<file path="src/rtl/dmem_arbiter.sv">
// rtl/dmem_arbiter.sv - two-port round-robin arbiter with locked bursts for the single-port dmem
// Grant is combinational; responses are registered one cycle after acceptance.
module dmem_arbiter #(
  parameter int MEM_SIZE  = 64,
  parameter int MAX_BURST = 4
) (
  input  logic        clk,
  input  logic        reset,
  input  logic        p0_req,
  input  logic        p0_we,
  input  logic        p0_lock,
  input  logic [31:0] p0_addr,
  input  logic [31:0] p0_wdata,
  output logic        p0_gnt,
  output logic        p0_rvalid,
  output logic [31:0] p0_rdata,
  output logic        p0_err,
  input  logic        p1_req,
  input  logic        p1_we,
  input  logic        p1_lock,
  input  logic [31:0] p1_addr,
  input  logic [31:0] p1_wdata,
  output logic        p1_gnt,
  output logic        p1_rvalid,
  output logic [31:0] p1_rdata,
  output logic        p1_err,
  output logic        mem_we,
  output logic [31:0] mem_a,
  output logic [31:0] mem_wd,
  input  logic [31:0] mem_rd
);

  typedef enum logic [1:0] {ARB, LOCK0, LOCK1} state_t;

  localparam logic [7:0]  MAX_B    = 8'(MAX_BURST);
  localparam logic [31:0] MEM_TOP  = 32'(MEM_SIZE);

  state_t      state_q, state_d;
  logic        last_q, last_d;
  logic [7:0]  burst_q, burst_d;
  logic        gnt0, gnt1;
  logic        own0, own1;

  logic        rvalid0_q, rvalid1_q;
  logic [31:0] rdata0_q, rdata1_q;
  logic        err0_q, err1_q;

  logic        any_gnt, sel_we, in_range;
  logic [31:0] sel_addr, sel_wdata, resp_data;

  always_comb begin
    gnt0    = 1'b0;
    gnt1    = 1'b0;
    state_d = ARB;
    burst_d = 8'd0;
    last_d  = last_q;
    own0    = (state_q == LOCK0) && p0_req;
    own1    = (state_q == LOCK1) && p1_req;
    if (!reset) begin
      gnt0 = 1'b0;
      gnt1 = 1'b0;
    end else if (own0 || own1) begin
      // Owner keeps the memory until it drops lock or the burst limit is hit.
      gnt0    = own0;
      gnt1    = own1;
      last_d  = own1;
      burst_d = burst_q + 8'd1;
      if ((own1 ? p1_lock : p0_lock) && (burst_d != MAX_B)) begin
        state_d = state_q;
      end else begin
        burst_d = 8'd0;
      end
    end else begin
      if (p0_req && p1_req) begin
        gnt0 = last_q;
        gnt1 = !last_q;
      end else begin
        gnt0 = p0_req;
        gnt1 = p1_req;
      end
      if (gnt0 || gnt1) begin
        last_d = gnt1;
        if ((gnt1 ? p1_lock : p0_lock) && (MAX_BURST > 1)) begin
          state_d = gnt1 ? LOCK1 : LOCK0;
          burst_d = 8'd1;
        end
      end
    end
  end

  assign any_gnt   = gnt0 | gnt1;
  assign sel_we    = gnt1 ? p1_we : p0_we;
  assign sel_addr  = gnt1 ? p1_addr : p0_addr;
  assign sel_wdata = gnt1 ? p1_wdata : p0_wdata;
  assign in_range  = sel_addr < MEM_TOP;

  // Out-of-range accesses are still accepted but never reach the memory.
  assign mem_we    = any_gnt & sel_we & in_range;
  assign mem_a     = (any_gnt && in_range) ? sel_addr : 32'd0;
  assign mem_wd    = any_gnt ? sel_wdata : 32'd0;
  assign resp_data = (in_range && !sel_we) ? mem_rd : 32'd0;

  assign p0_gnt    = gnt0;
  assign p1_gnt    = gnt1;
  assign p0_rvalid = rvalid0_q;
  assign p1_rvalid = rvalid1_q;
  assign p0_rdata  = rdata0_q;
  assign p1_rdata  = rdata1_q;
  assign p0_err    = err0_q;
  assign p1_err    = err1_q;

  always_ff @(posedge clk or negedge reset) begin
    if (!reset) begin
      state_q   <= ARB;
      last_q    <= 1'b1;
      burst_q   <= 8'd0;
      rvalid0_q <= 1'b0;
      rvalid1_q <= 1'b0;
      rdata0_q  <= 32'd0;
      rdata1_q  <= 32'd0;
      err0_q    <= 1'b0;
      err1_q    <= 1'b0;
    end else begin
      state_q   <= state_d;
      last_q    <= last_d;
      burst_q   <= burst_d;
      rvalid0_q <= gnt0;
      rvalid1_q <= gnt1;
      if (gnt0) begin
        rdata0_q <= resp_data;
        err0_q   <= !in_range;
      end
      if (gnt1) begin
        rdata1_q <= resp_data;
        err1_q   <= !in_range;
      end
    end
  end

endmodule

</file>
<file path="config.mk">
export PLATFORM = sky130hd
export DESIGN_NAME = dmem_arbiter
export DESIGN_NICKNAME = d
export VERILOG_FILES = /design/src/rtl/dmem_arbiter.sv
export SDC_FILE = /design/constraint.sdc
export NUM_CORES = 1
export LEC_CHECK = 0
export ABC_AREA = 0
export ABC_CLOCK_PERIOD_IN_PS = 2200
export CAP_MARGIN = 20
export CELL_PAD_IN_SITES_DETAIL_PLACEMENT = 1
export CELL_PAD_IN_SITES_GLOBAL_PLACEMENT = 2
export CORE_MARGIN = 5
export CORE_UTILIZATION = 17
export DETAILED_ROUTE_END_ITERATION = 10
export HOLD_SLACK_MARGIN = 0.1
export PLACE_DENSITY_LB_ADDON = 0.1
export SYNTH_ARGS = -nofsm -noshare
export SYNTH_HDL_FRONTEND = slang
export SYNTH_SLANG_ARGS = --single-unit
</file>
<file path="constraint.sdc">
create_clock -name clk -period 2.2 [get_ports clk]
set_input_delay 0.44 -clock clk [delete_from_list [all_inputs] [get_ports clk]]
set_output_delay 0.44 -clock clk [all_outputs]
set_load 0.01 [all_outputs]
</file>
==> qor.yml <==
dpl_worst_slack_ps: -1041
cts.sinks: 79
max_freq_ghz: 0.3694
switching_share_pct: 25.85
dieArea_um2: 28350
grt_max_degree: 46
n_fill_cell: 2833
finalNetCount: 872
required_ps: 1760
dp_cells: 1016
worstPathArrival_ps: 2270
p_switching_mw: 1.082
reg2reg_setup_slack_ps: -40
start_util_pct: 17.08
cts-buffers-inserted: 9
grt.total_usage_pct: 15.09
fp-row-count: 58
core-area_um2: 24960
ys_types: 48
final_cells: 1038
synth-compound-area-share_pct: 31.07
synth_edf_count: 0
hold_path.class: "in2async"
tritoncts: "yes"
yosys.area.top_type_share_pct: 45.77
irDropWorstVdd_mv: 0.3030
seq_power_share_pct: 35.5
rsz0062_at_grt: "true"
ys_seq_area_share_pct: 46.39
hold_viol: 0
finalWorstSetupSlack_ps: -507.3
cts-root-buf: "clkbuf_16"
setup_viol: 57
worst_pin_slew_ps: 641.2
netlist_area_um2: 4264
grt_pass1_wl_um: 32610
final_layout_size_suffix_gt1_share_pct: 14.97
synth_common_cells: "dfrtp_1 (78), a22o_1 (64), nand2_1 (52)"
final.period_utilization_pct: 123.1
clkPwrFrac_pct: 43.0
power_mw: 4.186
place_congestion: 0.7572
internal-power_mw: 3.104
combPwrFrac_pct: 21.5
slew_headroom_pct: 57.25
synth_flop_cell: "dfrtp_1"
synth.area.top_cells: "dfrtp_1 (46%), a22o_1 (13%), o2111ai_1 (6.8%)"
drt_iter0_drc: 171
drv_slew: 0
ys_ff_latch: 79
grt_pass1_vias: 5231
period_needed_ps: 2707
drc: 0
drv_cap: 0
grt-ovfl-total: 0
die_w_um: 168.4
post-route-cell-area_um2: 8094
status: "finished, violations left"
ant_nets: 0
p_leak_nw: 3.365
place_area_um2: 7646
area_growth_pct: 89.82
vias_per_cell: 4.500
synthCells: 413
clk_path_buf_depth: 2
fin_skew_ps: 10.69
n_antenna_cell: 0
netlist.top_cell.by_area: "dfrtp_1"
crit_path_max_fanout: 7
pin_count: 303
synth_top_family_by_area: "compound AO/OA/AOI/OAI gates"
synth_adder_area_share_pct: 0.2934
async_flop_share_pct: 100.0
cp-end-kind: "output pin"
place_hpwl_um: 16990
worstSetupPathType: "in2out"
antenna_found_initial: 1
synth.most_common_cell: "dfrtp_1"
wire_per_inst_um: 21.20
syn_area_per_cell_um2: 10.32
vias: 4671
clk_pin_slew_worst_paths_ps: 60
p_per_area_nw_per_um2: 517.2
ctsHtreeMaxLevel: 3
die_y_um: 168.4
violations: "setup timing"
final_util_pct: 32.42
dr.pass1.iters: 6
clk_latency_ps: 340
ys_warn_count: 0
fin_setup_tns_ps: -16260
synthMuxAreaShare_pct: 0.7629
synth_xor_area_share_pct: 1.232
timing.hold.ws_ps: 206.1
synthSimpleGateAreaFrac_pct: 11.00
cp-start-kind: "input port"
io_buffers: 276
drt-total-wl_um: 22010
==> final cells by class <==
cell class                      instances  area, um2  area share [%]
Sequential cell                        79       1979           24.46
Inverter                                7      38.79          0.4792
Multi-Input combinational cell        285       2151           26.57
Clock buffer                           10      239.0           2.953
Clock inverter                          6      115.1           1.422
Timing Repair Buffer                  321       3158           39.02
Tap cell                              330      412.9           5.101
==> critical path, cell delays in order <==
cell and delay [ps]:
clkdlybuf4s50_1 440, nor4_2 260, nand4_1 150, or3_4 510
a221oi_4 290, buf_2 170
==> power by group through the flow <==
stage	Combinational [mW]	Sequential [mW]	Clock, mW
floorplan	0.311	1.51	0
global placement	0.889	1.51	0
detailed placement	0.896	1.51	0
CTS	0.917	1.49	1.86
global route	0.970	1.49	1.92
finish	0.901	1.49	1.80
==> cell families (layout without fill, tap and decap cells) <==
logic type,after synthesis,in the layout
mux,3,3
fa+ha+maj,1,1
xor+xnor,6,6
compound gates,150,150
buf+inv,74,344
simple gates,99,99
other cells,1,26
flops,79,79
==> worst paths after layout <==
| check | start | end | cells past startpoint |
|---|---|---|---|
| setup / recovery | p0_addr[9] | mem_a[3] | 6 |
| hold / removal | reset | p1_err | 2 |
| setup reg to reg | last_q | p0_rdata[19] | 7 |
| hold reg to reg | p0_rdata[30] | p0_rdata[30] | 2 |
| max in group asynchronous | reset | p0_rdata[11] | 3 |
| min in group clk | p0_rdata[30] | p0_rdata[30] | 2 |
==> registers in the layout (all words and copies together), names as in the netlist, 2 cells and up <==
signal    cells
p1_rdata     32
burst_q       8
state_q       2
p0_rdata     32
==> metal layers <==
metal | part of all wire (%) | vias up | global-route usage, %
met2 | 50 | 211 | 26.43
li1 | - | 2129 | -
met4 | 1.6 | 0 | 4.481
met5 | 0 | - | 0
met1 | 40 | 2312 | 17.45
met3 | 8.3 | 19 | 5.119
==> timing repair <==
item	in CTS	in global routing
pin swaps	2	2
setup buffers	5	0
endpoints found under the setup margin	74	104
resized for setup	100	13
hold buffers	0	0
gates cloned	2	0
==> layout by cell type, fill, tap and decap left out, types with 3 or more instances in the layout <==
master / netlist / routed
a22o_1: 64 / 63
nor4_1: 12 / 10
nor2_1: 11 / 10
o2111ai_1: 33 / 33
xor2_1: 5 / 5
clkbuf_2: 0 / 4
buf_12: 0 / 6
nand3_1: 7 / 7
bufinv_16: 0 / 3
clkbuf_16: 0 / 9
dlygate4sd2_1: 0 / 26
clkdlybuf4s50_1: 0 / 233
buf_6: 0 / 6
conb_1: 1 / 26
dfrtp_1: 78 / 77
o31ai_2: 0 / 3
a221oi_4: 0 / 7
inv_1: 4 / 4
buf_16: 0 / 3
buf_4: 27 / 32
buf_2: 9 / 9
o31ai_1: 33 / 30
nand2_1: 52 / 52
No activity file was read; power rests on OpenSTA's default activity.
==> RTL change 1: new RTL, same settings <==
Put one more register stage on the output `p1_err`, cleared by the reset. The value now appears one clock later. The other outputs are not delayed to match.
--- a/src/rtl/dmem_arbiter.sv
+++ b/src/rtl/dmem_arbiter.sv
@@ -107,7 +107,13 @@
   assign p0_rdata  = rdata0_q;
   assign p1_rdata  = rdata1_q;
   assign p0_err    = err0_q;
-  assign p1_err    = err1_q;
+  always_ff @(posedge clk or negedge reset) begin
+    if (!reset) begin
+      p1_err <= '0;
+    end else begin
+      p1_err <= err1_q;
+    end
+  end
 
   always_ff @(posedge clk or negedge reset) begin
     if (!reset) begin
Formal check against the unedited RTL: not equivalent (Yosys sat finds a counterexample within 4 cycles, from zero or initial values and one cycle with reset low).
==> RTL change 1 against the unedited design <==
The flow still finishes with violations (setup timing). Combinational power grew 18%. Worst setup slack got worse by 63 ps. Count of clock-buffer cells in the layout stayed put. Sequential cell count is 1 higher. Wire length is 7.5% higher. Non-clock buffer count increased by 27. Maximum frequency is 2.3% lower. Utilization rose by 2.7 points. Area after synthesis decreased by 0.88%. Clock power decreased by 23%. Power is 6.1% lower. Register-to-register slack improved by 30 ps. Design area is 5.9% higher. Critical endpoint is now mem_a[2]. Largest power group is now sequential cells.
==> RTL change 1: results (changes against the unedited design) <==
| Metric | Value |
|---|---|
| Status | `finished with violations (unchanged)` |
| Violated checks | `setup timing (unchanged)` |
| Share of cells above drive strength 1 | `22.7% (was 15.0%)` |
| Seq/Total Area, Yosys | `47.4% (was 46.4%)` |
| Number of global-route vias before repair | `5,535 (was 5,231)` |
| Global-route wire length before repair | `34.8 mm (was 32.6 mm)` |
| Clock Skew | `5.98 ps (was 10.7 ps)` |
| Nets@finish | `903 (was 872)` |
| Setup WS post-layout | `-570 ps (was -507 ps)` |
| Unique masters post-synth | `45 (was 48)` |
| Crit-path max cell delay | `600 ps (was 510 ps)` |
| Fillcell total | `2,687 (was 2,833)` |
| Worst Path Arrival | `2330 ps (was 2270 ps)` |
| Final setup fails | `44 (was 57)` |
| Slew margin rel. | `53.5% (was 57.3%)` |
| Leak pwr | `3.57 nW (was 3.36 nW)` |
| Pin count of the biggest net entering global routing | `51 (was 46)` |
| Hpwl dp | `16.0 mm (was 17.0 mm)` |
| Overall Global Routing Usage | `16.2% (was 15.1%)` |
| 1st-iter DRT viols | `202 (was 171)` |
| Via count | `4,873 (was 4,671)` |
| WL per Instance | `22.3 µm (was 21.2 µm)` |
| Number of antenna repair diodes | `0 (unchanged)` |
| Pre-CTS setup slack | `-1180 ps (was -1040 ps)` |
| Ranking of synthesized cells by area | `dfrtp_1, a22o_1, o2111ai_1 (unchanged)` |
| RePlAce Congestion | `0.883 (was 0.757)` |
| Top cells by instance count after synthesis | `dfrtp_1, a22o_1, nand2_1 (was dfrtp_1, a22o_1, nand2_1, o2111ai_1, o31ai_1)` |
-- RTL change 1: cell count changes in the layout (fill, tap and decap cells not counted), sizes merged, moves of 3 or more --
| cell | unedited run | this run |
|---|---|---|
| bufinv | 3 | 0 |
| clkbuf | 14 | 10 |
| a21oi | 1 | 4 |
| buf | 56 | 112 |
| dlygate4sd2 | 26 | 3 |
| o21ai | 0 | 4 |
| clkinv | 1 | 5 |
-- RTL change 1: layout make-up --
class	instances	area (µm²)	area share (%)
tap	324	405	4.73
sequential	80	2000	23.4
timing repair buffer	348	3620	42.3
clock inverter	6	36.3	0.423
inverter	8	42.5	0.496
multi-input combinational	287	2230	26.0
clock buffer	10	229	2.67
-- RTL change 1: kinds of logic (layout without fill, tap and decap cells) --
| logic type | count (synthesis) | after routing | synth area share (%) |
|---|---|---|---|
| AO/OA/AOI/OAI | 156 | 156 | 30.8 |
| AND/OR/NAND/NOR | 96 | 96 | 10.5 |
| flip-flops | 80 | 80 | 47.4 |
| buffers and inverters | 75 | 372 | 9.15 |
| XOR/XNOR | 6 | 6 | 1.24 |
| multiplexers | 2 | 2 | 0.533 |
| adder cells (fa/ha/maj) | 1 | 1 | 0.296 |
| other | 1 | 26 | 0.0887 |
-- RTL change 1: repair_timing --
action / CTS / global route
setup endpoints to repair: 75 / 97
resized for setup: 234 / 23
gates cloned: 12 / 0
setup buffers: 17 / 8
pin swaps: 16 / 11
-- RTL change 1: metrics by stage --
step | setup TNS [ps] | std cells | total power [mW]
2_1_floorplan | -1180 | 442 | 1.81
4_1_cts | -18500 | 1058 | 3.97
3_3_place_gp | -64070 | 1015 | 2.38
5_1_grt | -24040 | 1063 | 4.13
3_5_place_dp | -65830 | 1015 | 2.38
6_report | -17800 | 1063 | 3.93
-- RTL change 1: report_power, final --
group	internal (mW)	switching, mW	total (mW)
registers	1.48	0.0130	1.50
clock network	0.759	0.621	1.38
logic	0.594	0.461	1.06
-- RTL change 1: worst paths after layout --
kind                       slack (ps)      endpoint   start  cells after the start
hold reg to reg                   390        p1_err  err1_q                      0
max in group asynchronous         950  p1_rdata[25]   reset                      3
setup / recovery                 -570      mem_a[2]  last_q                      6
setup reg to reg                  -10        p0_err  last_q                      7
hold / removal                    190    burst_q[0]   reset                      2
min in group clk                  390        p1_err  err1_q                      0
-- RTL change 1: per-layer routing --
layer / GRT usage (%) / routed length (µm)
met5: 0 / 0
met4: 4.02 / 261
met3: 5.70 / 2100
met2: 28.6 / 11700
met1: 18.9 / 9560
==> RTL change 2: new RTL, same flow settings <==
Made on the original files. The parameter `MEM_SIZE` goes from 64 to 48.
--- a/src/rtl/dmem_arbiter.sv
+++ b/src/rtl/dmem_arbiter.sv
@@ -1,7 +1,7 @@
 // rtl/dmem_arbiter.sv - two-port round-robin arbiter with locked bursts for the single-port dmem
 // Grant is combinational; responses are registered one cycle after acceptance.
 module dmem_arbiter #(
-  parameter int MEM_SIZE  = 64,
+  parameter int MEM_SIZE  = 48,
   parameter int MAX_BURST = 4
 ) (
   input  logic        clk,
Behaviour: not the same (Yosys sat finds a counterexample within 4 cycles, from zero or initial values and one cycle with reset low).
==> RTL change 2 against the unedited design <==
The run still ends with setup timing left. Area after synthesis down 12%. Utilization up 3.7 points. Register-to-register slack worse by 230 ps. Global-route usage down 0.66 points. Clock skew up 1.1 ps. Maximum frequency up 2.3%. Critical path type is now reg -> out. Worst setup slack better by 60 ps. Non-clock buffer count up 20. Power down 5.8%. Via count down 12%. Hold slack better by 29 ps. Wire length down 8.6%. Design area down 2.9%. Sequential cell count unchanged.
==> RTL change 2: results (changes against the unedited design) <==
| Metric | Value |
|---|---|
| Number of global-route vias before repair | `4,348 (was 5,231)` |
| Antenna Violating Nets Remaining | `0 (unchanged)` |
| Violated checks | `setup timing (unchanged)` |
| Ranking of synthesized cells by area | `dfrtp_1, a22o_1, buf_4 (was dfrtp_1, a22o_1, o2111ai_1)` |
| PortBufs | `276 (unchanged)` |
| Hpwl dp | `14.6 mm (was 17.0 mm)` |
| Final setup fails | `72 (was 57)` |
| 1st-iter DRT viols | `166 (was 171)` |
| RePlAce Congestion | `0.723 (was 0.757)` |
| R2R Setup Slk | `-270 ps (was -40 ps)` |
| Top cells by instance count after synthesis | `a22o_1, dfrtp_1, buf_4, nand2_1, nor4_1 (was dfrtp_1, a22o_1, nand2_1, o2111ai_1, o31ai_1)` |
| Vias per Instance | `4.37 (was 4.50)` |
| Slew margin rel. | `62.5% (was 57.3%)` |
| Final WL | `20.1 mm (was 22.0 mm)` |
| Leak pwr | `3.55 nW (was 3.36 nW)` |
| Post-Syn Instances | `327 (was 413)` |
| R2R depth | `13 (was 7)` |
| Synth warn | `0 (unchanged)` |
| Overall Global Routing Usage | `14.4% (was 15.1%)` |
| Global-route wire length before repair | `27.4 mm (was 32.6 mm)` |
| Share of cells above drive strength 1 | `22.4% (was 15.0%)` |
| Worst Path Arrival | `2210 ps (was 2270 ps)` |
| Total grt overflow | `0 (unchanged)` |
| Reg2reg end | `p0_rdata[26] (was p0_rdata[19])` |
| VDD IR-drop max | `334 µV (was 303 µV)` |
| Drt pass-1 iters | `4 (was 6)` |
| R2r startpoint | `state_q[0] (was last_q)` |
| Setup crit start | `last_q (was p0_addr[9])` |
| Setup WS post-layout | `-447 ps (was -507 ps)` |
| Nets@finish | `826 (was 872)` |
| CTS Buf Count | `9 (unchanged)` |
| Ys async rst share | `100% (unchanged)` |
| Seq/Total Area, Yosys | `52.7% (was 46.4%)` |
| Placed insts | `895 (was 1,016)` |
| Fillcell total | `2,361 (was 2,833)` |
| Worst Path Max Fanout | `6 (was 7)` |
| Status | `finished with violations (unchanged)` |
| HP Class | `in -> async (unchanged)` |
| CTS root buffer | `clkbuf_16 (unchanged)` |
| Clock Skew | `11.8 ps (was 10.7 ps)` |
| Non-Filler Instances | `942 (was 1,038)` |
| Unique masters post-synth | `44 (was 48)` |
| Initial antenna violation count | `0 (was 1)` |
| Pin count of the biggest net entering global routing | `62 (was 46)` |
==> RTL change 2: changes by cell type after synthesis, moves of 3 or more <==
| cell | delta |
|---|---|
| o31ai_1 | -33 |
| o2111ai_1 | -33 |
| a221oi_2 | -7 |
| a21oi_1 | +8 |
| nand2_1 | -32 |
| buf_1 | -5 |
| clkbuf_1 | -15 |
| inv_1 | -3 |
| a22o_1 | +32 |
==> RTL change 2: power by group <==
part           total, mW  leakage (nW)  switching [mW]  internal (mW)
Sequential          1.47          1.09         0.00751           1.47
Clock               1.58         0.152           0.632          0.949
Combinational      0.891          2.31           0.363          0.527
Total               3.95          3.55            1.00           2.94
==> RTL change 2: how the worst max path moves through the flow <==
stage               end
2_1_floorplan  mem_a[0]
3_3_place_gp   mem_a[2]
3_5_place_dp   mem_a[0]
4_1_cts        mem_a[3]
5_1_grt        mem_a[0]
6_report       mem_a[5]
==> RTL change 2: critical path: stages (launching register included) <==
cell             delay, ps
dfstp_2                550
nand2_2                 90
o2111ai_4              300
buf_6                  170
mux2i_4                250
o21ai_4                130
a21oi_1                150
clkdlybuf4s15_2        240
==> RTL change 2: final cells by class <==
type / instances / area, µm² / share of cell area (%)
clock buffers: 11 / 253 / 3.22
well taps: 280 / 350 / 4.46
inverters: 3 / 16.3 / 0.207
flip-flops and latches: 79 / 1980 / 25.2
multi-input cells: 223 / 1700 / 21.6
repair buffers: 341 / 3500 / 44.5
clock inverters: 5 / 63.8 / 0.812
==> RTL change 2: cell families after synthesis <==
family / after synthesis / share of synthesized area [%]
AOI/OAI and AO/OA: 119 / 27.1
xor gates and xnor gates: 6 / 1.40
adders and majority gates: 1 / 0.333
buffers and inverters: 50 / 8.14
DFF: 79 / 52.7
muxes: 2 / 0.534
other: 1 / 0.0999
and+or+nand+nor: 69 / 9.64
==> RTL change 2: through the flow <==
step                power [mW]  setup slack [ps]  setup TNS, ps  hold WS [ps]  area, µm²
floorplan                 1.74             -12.9          -77.5           144       3850
global placement          2.26             -1070         -63860           487       6980
detailed placement        2.26             -1200         -70930           490       6980
CTS                       3.96              -531         -19700           229       7530
global route              4.13              -510         -23500           265       7860
finish                    3.95              -447         -18390           235       7860
==> RTL change 2: routing by layer <==
layer | vias up | track usage, % | routed length, µm
met1 | 2072 | 16.9 | 7760
met3 | 23 | 4.21 | 1250
met2 | 160 | 25.7 | 10700
li1 | 1865 | - | -
met5 | - | 0 | 0
met4 | 0 | 4.06 | 407
==> RTL change 2: repair_timing <==
item | in CTS | in global routing
buffers inserted | 10 | 14
endpoints found under the setup margin | 73 | 80
resized for setup | 145 | 90
pin swaps | 14 | 24
gates cloned | 5 | 4
